===== config.mk =====
export PLATFORM = sky130hd
export DESIGN_NAME = ctrlport_arbiter_2to1_flat
export DESIGN_NICKNAME = d
export VERILOG_FILES = /design/src/rtl/ctrlport_arbiter_2to1_if.sv /design/src/rtl/ctrlport_arbiter_2to1.sv /design/src/flat_wrapper.sv
export SDC_FILE = /design/constraint.sdc
export NUM_CORES = 1
export LEC_CHECK = 0
export BUFFER_PORTS_ARGS = -buffer_cell sky130_fd_sc_hd__buf_2
export CAP_MARGIN = 15
export CORE_ASPECT_RATIO = 1.2
export CORE_UTILIZATION = 54
export DETAILED_ROUTE_END_ITERATION = 6
export GPL_TIMING_DRIVEN = 0
export PLACE_DENSITY = 0.88
export RECOVER_POWER = 100
export SLEW_MARGIN = 20
export SYNTH_ARGS = -nofsm -noshare
export SYNTH_HDL_FRONTEND = slang
export SYNTH_SLANG_ARGS = --single-unit

===== constraint.sdc =====
create_clock -name ctrlport_clk -period 12.8 [get_ports ctrlport_clk]
set_clock_uncertainty 0.05 [all_clocks]
set_input_delay 0.64 -clock ctrlport_clk [delete_from_list [all_inputs] [get_ports ctrlport_clk]]
set_output_delay 0.64 -clock ctrlport_clk [all_outputs]
set_load 0.005 [all_outputs]

===== src/rtl/ctrlport_arbiter_2to1_if.sv =====
// Control-port bundle: request pulses with address/data and the matching response.
// The master modport drives requests; the slave modport drives responses.
interface ctrlport_arbiter_2to1_if;
    logic        req_wr;
    logic        req_rd;
    logic [19:0] req_addr;
    logic [31:0] req_data;
    logic        resp_ack;
    logic [1:0]  resp_status;
    logic [31:0] resp_data;

    modport master (
        output req_wr, req_rd, req_addr, req_data,
        input  resp_ack, resp_status, resp_data
    );

    modport slave (
        input  req_wr, req_rd, req_addr, req_data,
        output resp_ack, resp_status, resp_data
    );
endinterface


===== src/rtl/ctrlport_arbiter_2to1.sv =====
// Two-port round-robin arbiter sharing one control-port slave, one slot per port.
// Define CTRLPORT_ARBITER_TIMEOUT_EN to answer unacknowledged requests with CMDERR.
module ctrlport_arbiter_2to1 #(
    parameter int unsigned TIMEOUT_CYCLES = 1024
) (
    input  logic                           ctrlport_clk,
    input  logic                           ctrlport_rst_n,
    ctrlport_arbiter_2to1_if.slave         s0_ctrlport,
    ctrlport_arbiter_2to1_if.slave         s1_ctrlport,
    ctrlport_arbiter_2to1_if.master        m_ctrlport,
    output logic [1:0]                     overflow
);

    if (TIMEOUT_CYCLES < 2 || TIMEOUT_CYCLES > 65535) begin : g_param_check
        $error("TIMEOUT_CYCLES must be within 2..65535");
    end

    typedef enum logic [1:0] {StIdle, StIssue, StWait} state_e;

    state_e      r_state_q, r_state_d;

    logic [1:0]  w_req;
    logic [1:0]  w_req_wr;
    logic [19:0] w_req_addr [2];
    logic [31:0] w_req_data [2];

    logic [1:0]  r_slot_vld_q;
    logic [1:0]  r_slot_wr_q;
    logic [19:0] r_slot_addr_q [2];
    logic [31:0] r_slot_data_q [2];
    logic [1:0]  r_overflow_q;

    logic        r_grant_q;
    logic        r_m_wr_q;
    logic        r_m_rd_q;
    logic [19:0] r_m_addr_q;
    logic [31:0] r_m_data_q;
    logic        r_resp_ack_q;
    logic        r_resp_port_q;
    logic [1:0]  r_resp_status_q;
    logic [31:0] r_resp_data_q;

    logic        w_pick;
    logic        w_grant_en;
    logic        w_done;
    logic        w_timeout;
    logic [1:0]  w_clr;
    logic        w_s0_sel;
    logic        w_s1_sel;

    // Simultaneous wr and rd is treated as a write.
    assign w_req[0]      = s0_ctrlport.req_wr | s0_ctrlport.req_rd;
    assign w_req[1]      = s1_ctrlport.req_wr | s1_ctrlport.req_rd;
    assign w_req_wr[0]   = s0_ctrlport.req_wr;
    assign w_req_wr[1]   = s1_ctrlport.req_wr;
    assign w_req_addr[0] = s0_ctrlport.req_addr;
    assign w_req_addr[1] = s1_ctrlport.req_addr;
    assign w_req_data[0] = s0_ctrlport.req_data;
    assign w_req_data[1] = s1_ctrlport.req_data;

    // r_grant_q doubles as "last granted"; reset value 0 lets port 1 win first.
    assign w_pick = (&r_slot_vld_q) ? ~r_grant_q : r_slot_vld_q[1];
    assign w_clr  = w_done ? (r_grant_q ? 2'b10 : 2'b01) : 2'b00;

`ifdef CTRLPORT_ARBITER_TIMEOUT_EN
    logic [15:0] r_tmo_cnt_q;

    // Counts WAIT cycles; WAIT cycle k sees a count of k-1.
    always_ff @(posedge ctrlport_clk) begin
        if (!ctrlport_rst_n) begin
            r_tmo_cnt_q <= '0;
        end else if (r_state_q == StIssue) begin
            r_tmo_cnt_q <= '0;
        end else if (r_state_q == StWait) begin
            r_tmo_cnt_q <= r_tmo_cnt_q + 16'd1;
        end
    end

    assign w_timeout = (r_state_q == StWait) && (r_tmo_cnt_q == 16'(TIMEOUT_CYCLES - 1));
`else
    assign w_timeout = 1'b0;
`endif

    always_comb begin
        r_state_d  = r_state_q;
        w_grant_en = 1'b0;
        w_done     = 1'b0;
        unique case (r_state_q)
            StIdle: begin
                if (|r_slot_vld_q) begin
                    w_grant_en = 1'b1;
                    r_state_d  = StIssue;
                end
            end
            StIssue: begin
                if (m_ctrlport.resp_ack) begin
                    w_done    = 1'b1;
                    r_state_d = StIdle;
                end else begin
                    r_state_d = StWait;
                end
            end
            StWait: begin
                if (m_ctrlport.resp_ack || w_timeout) begin
                    w_done    = 1'b1;
                    r_state_d = StIdle;
                end
            end
            default: r_state_d = StIdle;
        endcase
    end

    always_ff @(posedge ctrlport_clk) begin
        if (!ctrlport_rst_n) begin
            r_state_q <= StIdle;
        end else begin
            r_state_q <= r_state_d;
        end
    end

    // A slot being cleared this cycle may reload from a request in the same cycle.
    always_ff @(posedge ctrlport_clk) begin
        if (!ctrlport_rst_n) begin
            r_slot_vld_q <= '0;
            r_slot_wr_q  <= '0;
            r_overflow_q <= '0;
            for (int i = 0; i < 2; i++) begin
                r_slot_addr_q[i] <= '0;
                r_slot_data_q[i] <= '0;
            end
        end else begin
            for (int i = 0; i < 2; i++) begin
                if (w_req[i] && (!r_slot_vld_q[i] || w_clr[i])) begin
                    r_slot_vld_q[i]  <= 1'b1;
                    r_slot_wr_q[i]   <= w_req_wr[i];
                    r_slot_addr_q[i] <= w_req_addr[i];
                    r_slot_data_q[i] <= w_req_data[i];
                end else begin
                    if (w_clr[i]) begin
                        r_slot_vld_q[i] <= 1'b0;
                    end
                    if (w_req[i]) begin
                        r_overflow_q[i] <= 1'b1;
                    end
                end
            end
        end
    end

    always_ff @(posedge ctrlport_clk) begin
        if (!ctrlport_rst_n) begin
            r_grant_q       <= 1'b0;
            r_m_wr_q        <= 1'b0;
            r_m_rd_q        <= 1'b0;
            r_m_addr_q      <= '0;
            r_m_data_q      <= '0;
            r_resp_ack_q    <= 1'b0;
            r_resp_port_q   <= 1'b0;
            r_resp_status_q <= '0;
            r_resp_data_q   <= '0;
        end else begin
            r_m_wr_q <= w_grant_en & r_slot_wr_q[w_pick];
            r_m_rd_q <= w_grant_en & ~r_slot_wr_q[w_pick];
            if (w_grant_en) begin
                r_grant_q  <= w_pick;
                r_m_addr_q <= r_slot_addr_q[w_pick];
                r_m_data_q <= r_slot_data_q[w_pick];
            end
            r_resp_ack_q  <= w_done;
            r_resp_port_q <= r_grant_q;
            // A real ack on the timeout cycle takes precedence over CMDERR.
            if (w_done && m_ctrlport.resp_ack) begin
                r_resp_status_q <= m_ctrlport.resp_status;
                r_resp_data_q   <= m_ctrlport.resp_data;
            end else if (w_done) begin
                r_resp_status_q <= 2'b01;
                r_resp_data_q   <= '0;
            end else begin
                r_resp_status_q <= '0;
                r_resp_data_q   <= '0;
            end
        end
    end

    assign w_s0_sel = r_resp_ack_q & ~r_resp_port_q;
    assign w_s1_sel = r_resp_ack_q & r_resp_port_q;

    assign m_ctrlport.req_wr   = r_m_wr_q;
    assign m_ctrlport.req_rd   = r_m_rd_q;
    assign m_ctrlport.req_addr = r_m_addr_q;
    assign m_ctrlport.req_data = r_m_data_q;

    assign s0_ctrlport.resp_ack    = w_s0_sel;
    assign s0_ctrlport.resp_status = {2{w_s0_sel}} & r_resp_status_q;
    assign s0_ctrlport.resp_data   = {32{w_s0_sel}} & r_resp_data_q;
    assign s1_ctrlport.resp_ack    = w_s1_sel;
    assign s1_ctrlport.resp_status = {2{w_s1_sel}} & r_resp_status_q;
    assign s1_ctrlport.resp_data   = {32{w_s1_sel}} & r_resp_data_q;

    assign overflow = r_overflow_q;

endmodule


===== src/flat_wrapper.sv =====
// flat-port wrapper written by rule: the top's interface ports become plain ports
module ctrlport_arbiter_2to1_flat 
#(
    parameter int unsigned TIMEOUT_CYCLES = 1024
)
  (ctrlport_clk, ctrlport_rst_n, overflow, s0_ctrlport_req_wr, s0_ctrlport_req_rd, s0_ctrlport_req_addr, s0_ctrlport_req_data, s0_ctrlport_resp_ack, s0_ctrlport_resp_status, s0_ctrlport_resp_data, s1_ctrlport_req_wr, s1_ctrlport_req_rd, s1_ctrlport_req_addr, s1_ctrlport_req_data, s1_ctrlport_resp_ack, s1_ctrlport_resp_status, s1_ctrlport_resp_data, m_ctrlport_req_wr, m_ctrlport_req_rd, m_ctrlport_req_addr, m_ctrlport_req_data, m_ctrlport_resp_ack, m_ctrlport_resp_status, m_ctrlport_resp_data);
  ctrlport_arbiter_2to1_if s0_ctrlport_i ();
  ctrlport_arbiter_2to1_if s1_ctrlport_i ();
  ctrlport_arbiter_2to1_if m_ctrlport_i ();
  input  logic ctrlport_clk;
  input  logic ctrlport_rst_n;
  output logic [1:0] overflow;
  input wire logic [$bits(s0_ctrlport_i.req_wr)-1:0] s0_ctrlport_req_wr;
  input wire logic [$bits(s0_ctrlport_i.req_rd)-1:0] s0_ctrlport_req_rd;
  input wire logic [$bits(s0_ctrlport_i.req_addr)-1:0] s0_ctrlport_req_addr;
  input wire logic [$bits(s0_ctrlport_i.req_data)-1:0] s0_ctrlport_req_data;
  output wire logic [$bits(s0_ctrlport_i.resp_ack)-1:0] s0_ctrlport_resp_ack;
  output wire logic [$bits(s0_ctrlport_i.resp_status)-1:0] s0_ctrlport_resp_status;
  output wire logic [$bits(s0_ctrlport_i.resp_data)-1:0] s0_ctrlport_resp_data;
  input wire logic [$bits(s1_ctrlport_i.req_wr)-1:0] s1_ctrlport_req_wr;
  input wire logic [$bits(s1_ctrlport_i.req_rd)-1:0] s1_ctrlport_req_rd;
  input wire logic [$bits(s1_ctrlport_i.req_addr)-1:0] s1_ctrlport_req_addr;
  input wire logic [$bits(s1_ctrlport_i.req_data)-1:0] s1_ctrlport_req_data;
  output wire logic [$bits(s1_ctrlport_i.resp_ack)-1:0] s1_ctrlport_resp_ack;
  output wire logic [$bits(s1_ctrlport_i.resp_status)-1:0] s1_ctrlport_resp_status;
  output wire logic [$bits(s1_ctrlport_i.resp_data)-1:0] s1_ctrlport_resp_data;
  output wire logic [$bits(m_ctrlport_i.req_wr)-1:0] m_ctrlport_req_wr;
  output wire logic [$bits(m_ctrlport_i.req_rd)-1:0] m_ctrlport_req_rd;
  output wire logic [$bits(m_ctrlport_i.req_addr)-1:0] m_ctrlport_req_addr;
  output wire logic [$bits(m_ctrlport_i.req_data)-1:0] m_ctrlport_req_data;
  input wire logic [$bits(m_ctrlport_i.resp_ack)-1:0] m_ctrlport_resp_ack;
  input wire logic [$bits(m_ctrlport_i.resp_status)-1:0] m_ctrlport_resp_status;
  input wire logic [$bits(m_ctrlport_i.resp_data)-1:0] m_ctrlport_resp_data;
  assign s0_ctrlport_i.req_wr = s0_ctrlport_req_wr;
  assign s0_ctrlport_i.req_rd = s0_ctrlport_req_rd;
  assign s0_ctrlport_i.req_addr = s0_ctrlport_req_addr;
  assign s0_ctrlport_i.req_data = s0_ctrlport_req_data;
  assign s0_ctrlport_resp_ack = s0_ctrlport_i.resp_ack;
  assign s0_ctrlport_resp_status = s0_ctrlport_i.resp_status;
  assign s0_ctrlport_resp_data = s0_ctrlport_i.resp_data;
  assign s1_ctrlport_i.req_wr = s1_ctrlport_req_wr;
  assign s1_ctrlport_i.req_rd = s1_ctrlport_req_rd;
  assign s1_ctrlport_i.req_addr = s1_ctrlport_req_addr;
  assign s1_ctrlport_i.req_data = s1_ctrlport_req_data;
  assign s1_ctrlport_resp_ack = s1_ctrlport_i.resp_ack;
  assign s1_ctrlport_resp_status = s1_ctrlport_i.resp_status;
  assign s1_ctrlport_resp_data = s1_ctrlport_i.resp_data;
  assign m_ctrlport_req_wr = m_ctrlport_i.req_wr;
  assign m_ctrlport_req_rd = m_ctrlport_i.req_rd;
  assign m_ctrlport_req_addr = m_ctrlport_i.req_addr;
  assign m_ctrlport_req_data = m_ctrlport_i.req_data;
  assign m_ctrlport_i.resp_ack = m_ctrlport_resp_ack;
  assign m_ctrlport_i.resp_status = m_ctrlport_resp_status;
  assign m_ctrlport_i.resp_data = m_ctrlport_resp_data;
  ctrlport_arbiter_2to1 #(.TIMEOUT_CYCLES(TIMEOUT_CYCLES)) u_core (.ctrlport_clk(ctrlport_clk), .ctrlport_rst_n(ctrlport_rst_n), .s0_ctrlport(s0_ctrlport_i), .s1_ctrlport(s1_ctrlport_i), .m_ctrlport(m_ctrlport_i), .overflow(overflow));
endmodule

Word level (Yosys, flattened, before mapping)
Memory sizes are Yosys's and may differ from the RTL's. A register that Yosys moved wholly into a read port is not among the register bits.
Cells that the tools add are included.
{"block": "classes", "n_lt_le_gt_ge": 1, "eq_ne": 4, "n_mux": 30, "n_bitwise": 19, "reduce_logical": 19}
{"op": "AND 32 bit", "count": 2}
{"op": "two-way mux 32 bit", "count": 2}
{"op": "two-way mux 20 bit", "count": 2}
{"op": "two-way mux 1 bit", "count": 19}
{"op": "two-way mux 2 bit", "count": 6}
{"op": "AND reduction 2 bit", "count": 5}
{"op": "bitwise OR 1 bit", "count": 6}
{"op": "one-hot mux 2 bit (3 select lines)", "count": 1}
{"op": "inverter 1 bit", "count": 5}
{"op": "AND 1 bit", "count": 4}
{"op": "AND 2 bit", "count": 2}
{"op": "logical NOT 1 bit", "count": 4}
{"op": "nonzero test 2 bit", "count": 2}
{"op": "OR reduction 2 bit", "count": 2}
{"op": "logical AND 1 bit", "count": 3}
{"op": "equality test 2 x 1 -> 1 bit, second input constant", "count": 1}
{"op": "equality test 2 bit, second input constant", "count": 1}
{"op": "logical NOT 2 bit", "count": 1}
{"op": "logical OR 1 bit", "count": 2}
{"op": "less-than comparator 1 x 2 -> 1 bit, second input constant", "count": 1}
{"op": "inequality test 2 x 1 -> 1 bit, second input constant", "count": 1}
{"op": "inequality test 2 bit, second input constant", "count": 1}
{"block": "word_totals", "register_bits": 47, "ram_bits": 104, "input_bits": 145, "mem_count": 2}
{"memory": "u_core.r_slot_data_q", "depth": 2, "word_bits": 32, "rd": 1, "rd_ports_with_merged_regs": 1, "write_ports": 2, "line_no": "ctrlport_arbiter_2to1.sv:30", "rtl": "logic [31:0] r_slot_data_q [2];"}
{"memory": "u_core.r_slot_addr_q", "depth": 2, "word_bits": 20, "rd": 1, "rd_ports_with_merged_regs": 1, "write_ports": 2, "line_no": "ctrlport_arbiter_2to1.sv:29", "rtl": "logic [19:0] r_slot_addr_q [2];"}

Logic depth before layout (Yosys ltp)
{"block": "depth", "word_depth": 10, "ltp_mapped": 7, "depth_no_buf": 5}

Least setup slack after synthesis
Ideal clock, no wire load.
{"block": "synth_path", "kind": "input to register", "startpoint": "input m_ctrlport_resp_ack", "endpoint": "memory u_core.r_slot_addr_q[1][0], enable pin", "arrival_time_ns": 4.736, "required_ns": 12.216, "setup_slack_ns": 7.480, "cell_stages": 4, "n_path_buf": 1, "cell_sequence": "buf_2 > nand3_1 > and2_1 > o21ai_0"}
{"element": "start: declaration", "line_no": "flat_wrapper.sv:31", "rtl": "input wire logic [$bits(m_ctrlport_i.resp_ack)-1:0] m_ctrlport_resp_ack;"}
{"element": "end: declaration", "line_no": "ctrlport_arbiter_2to1.sv:29"}

==> results.cfg <==
[sta]
finalHoldViolations = 0
drv_slew = 28
setup_viol = 0
max_slew_margin_pct = -36.8
fin_tns_setup_ns = 0
hold_slack_ns = 0.283
max_freq_ghz = 0.206
tightest_slew_ns = 2.03
min_period_over_period_pct = 37.8
rsz0062_at_grt = false
post-route-min-period_ns = 4.84

[die]
die_w_um = 115
rows = 49
die_area_um2 = 15700
die_h_um = 137
core_area_um2 = 15000
start_util_pct = 55.0
io_pins = 271

[clocking]
cts_resized = 0
clkLatencyLatePin_ns = 0.51
postCtsSetupBuffers = 0
cts_tree = yes
cts_max_level = 1
cts.clk_slew.worst_paths_ns = 0.06
numCtsBuffers = 20
clockBufferDepth = 3
cts_sinks = 203
ctsHoldBuffers = 0
clock-root-buffer = clkbuf_16

[worst_setup_path]
slowest_stage = o21ai_0
cp_num_buf_inv = 3
critPathLaunchType = flop
path_delay_family = buffers and inverters
r2r_cells = 6
cp_num_cells = 6
crit_chain = inv_1 > ha_1 > a21boi_0 > o21ai_0 > clkbuf_1 > clkbuf_1
crit_path_end_kind = flop
crit_path_frequent_cell = clkbuf_1
crit_type = flop to flop
crit_path_max_incr_delay_ns = 1.33
worstPathArrival_ns = 4.89
critPathRequiredTime_ns = 12.85
crit_fanout = 22

[global_route]
grt_pass1_vias = 6802
grt_max_degree = 24
grt_usage_pct = 29.1
grt_pass1_wl_mm = 34.6
overflow = 0
antenna_found_initial = 2

[finish]
layout_common_cells = nand2_1 (215), buf_2 (197), clkbuf_1 (147)
final_common_cell = nand2_1
drive_above_1_share_pct = 20.0
syn2layout_area_growth_pct = 25.7
fin_nets = 1293

[power_and_ir_drop]
power_density_nw_per_um2 = 153
total_power_mw = 1.58
p_leak_nw = 4.54
ir_drop_mv = 0.132

[yosys]
synth_cell_type_count = 33
yosysWarnings = 0
synth_top_area_share_pct = 38.0
ys_seq_area_share_pct = 62.1
syn-instance-count = 850
syn_area_um2 = 8230
yosys.area.top_type = edfxtp_1
avgSynthCellArea_um2 = 9.68
ys_seq_elements = 203
synth_top_cells_by_area = edfxtp_1 (38%), dfxtp_1 (24%), nand2_1 (9.8%)
synth_fp_nets = 998

[status]
status = finished with violations
failed_checks = max-capacitance violations, max-slew violations

[placed_design]
portBuffers = 269
dp_hpwl_mm = 16.7
gp_congestion = 0.812

[hold_path]
worst_hold_path_type = input pin to flop
hold_depth = 2

[job]
drv_cap = 2

[route]
viasPerCell = 5.29
dr.pass1.iters = 5
wire_per_inst_um = 16.9
drtIter0Drc = 494
drt-total-wl_mm = 23.1
drc = 0
ant_nets = 0
vias = 7229
-- registers in the layout, summed over array words and instances, names as in the netlist --
name	count
u_core.r_resp_port_q	1
u_core.m_ctrlport.req_addr	20
u_core.r_slot_wr_q	2
u_core.r_resp_data_q	32
u_core.r_slot_vld_q	2
u_core.overflow	2
u_core.r_slot_addr_q	40
u_core.r_resp_status_q	2
u_core.r_slot_data_q	64
u_core.r_grant_q	1
u_core.r_resp_ack_q	1
u_core.m_ctrlport.req_data	32
u_core.r_state_q	2
u_core.m_ctrlport.req_rd	1
u_core.m_ctrlport.req_wr	1
-- routing by layer --
layer | part of all wire [%] | up-vias | global-route usage (%)
met3 | 8.8 | 73 | 6.91
met4 | 4.7 | 0 | 16.5
met2 | 51 | 367 | 51.7
met5 | 0 | - | 0
li1 | - | 3445 | -
met1 | 36 | 3344 | 31.8
-- final timing paths --
check / start / slack, ns / end
setup / recovery: u_core.r_state_q[0]$_SDFFE_PN0P_ / 7.96 / u_core.r_slot_addr_q[0][6]$_SDFFCE_PN0P_
hold / removal: m_ctrlport_resp_data[26] / 0.28 / u_core.r_resp_data_q[26]$_SDFF_PN0_
setup reg to reg: u_core.r_state_q[0]$_SDFFE_PN0P_ / 7.96 / u_core.r_slot_addr_q[0][6]$_SDFFCE_PN0P_
hold reg to reg: u_core.overflow[0]$_SDFFE_PN0P_ / 0.41 / u_core.overflow[0]$_SDFFE_PN0P_
-- cells in the mapped netlist --
master,number
nand3_1,1
o2bb2ai_1,2
nor3b_1,1
o2111a_1,1
nand2_1,215
o21a_1,3
mux2i_1,1
edfxtp_1,104
clkbuf_1,46
buf_1,2
a31o_2,1
a21boi_0,3
nor2b_1,4
buf_6,8
a21bo_2,1
inv_1,4
and2_1,71
nand3b_1,1
o2111ai_1,1
o21ai_0,59
nor4b_1,1
nand4_1,1
dfxtp_1,99
buf_2,14
o32a_1,1
a31oi_1,53
and3_1,36
ha_1,3
a21boi_2,1
nand4b_1,1
nor2_1,109
a21boi_1,1
or2_2,1
-- worst reg2reg max path: cells and delay by family, from the launching register on --
family                     cells  cell delay [ns]
buffers and inverters          3             2.11
AOI/OAI and AO/OA              2             1.49
adders and majority gates      1             0.42
DFF                            1             0.38
-- report_power, final --
part / switching [mW] / internal [mW] / leakage [nW]
Sequential: 0.0300 / 0.762 / 1.95
Combinational: 0.138 / 0.0711 / 2.27
Clock: 0.240 / 0.337 / 0.318
-- per-stage QoR --
stage | setup slack (ns) | instance area, µm² | cells | util [%]
4_1_cts | 10.04 | 10600 | 1363 | 70.9
2_1_floorplan | 7.48 | 8230 | 850 | -
5_1_grt | 7.52 | 10300 | 1364 | 69.1
3_5_place_dp | 9.86 | 9960 | 1327 | 66.6
3_3_place_gp | 5.49 | 9830 | 1323 | 65.7
6_report | 7.96 | 10300 | 1367 | 69.1
-- layout make-up --
cell class | count | area [µm²]
Antenna cell | 4 | 10.0
Multi-Input combinational cell | 573 | 2770
Sequential cell | 203 | 5100
Fill cell | 1212 | 4620
Tap cell | 204 | 255
Clock buffer | 31 | 586
Timing Repair Buffer | 273 | 1260
Clock inverter | 5 | 61.3
Buffer | 70 | 280
Inverter | 4 | 15.0
-- kinds of logic after synthesis --
group,synth area share (%)
adder cells (fa/ha/maj),0.456
flip-flops,62.1
AND/OR/NAND/NOR,23.8
AO/OA/AOI/OAI,9.20
buffers and inverters,4.32
multiplexers,0.122
Note: power is estimated with default switching activity, not from simulation.
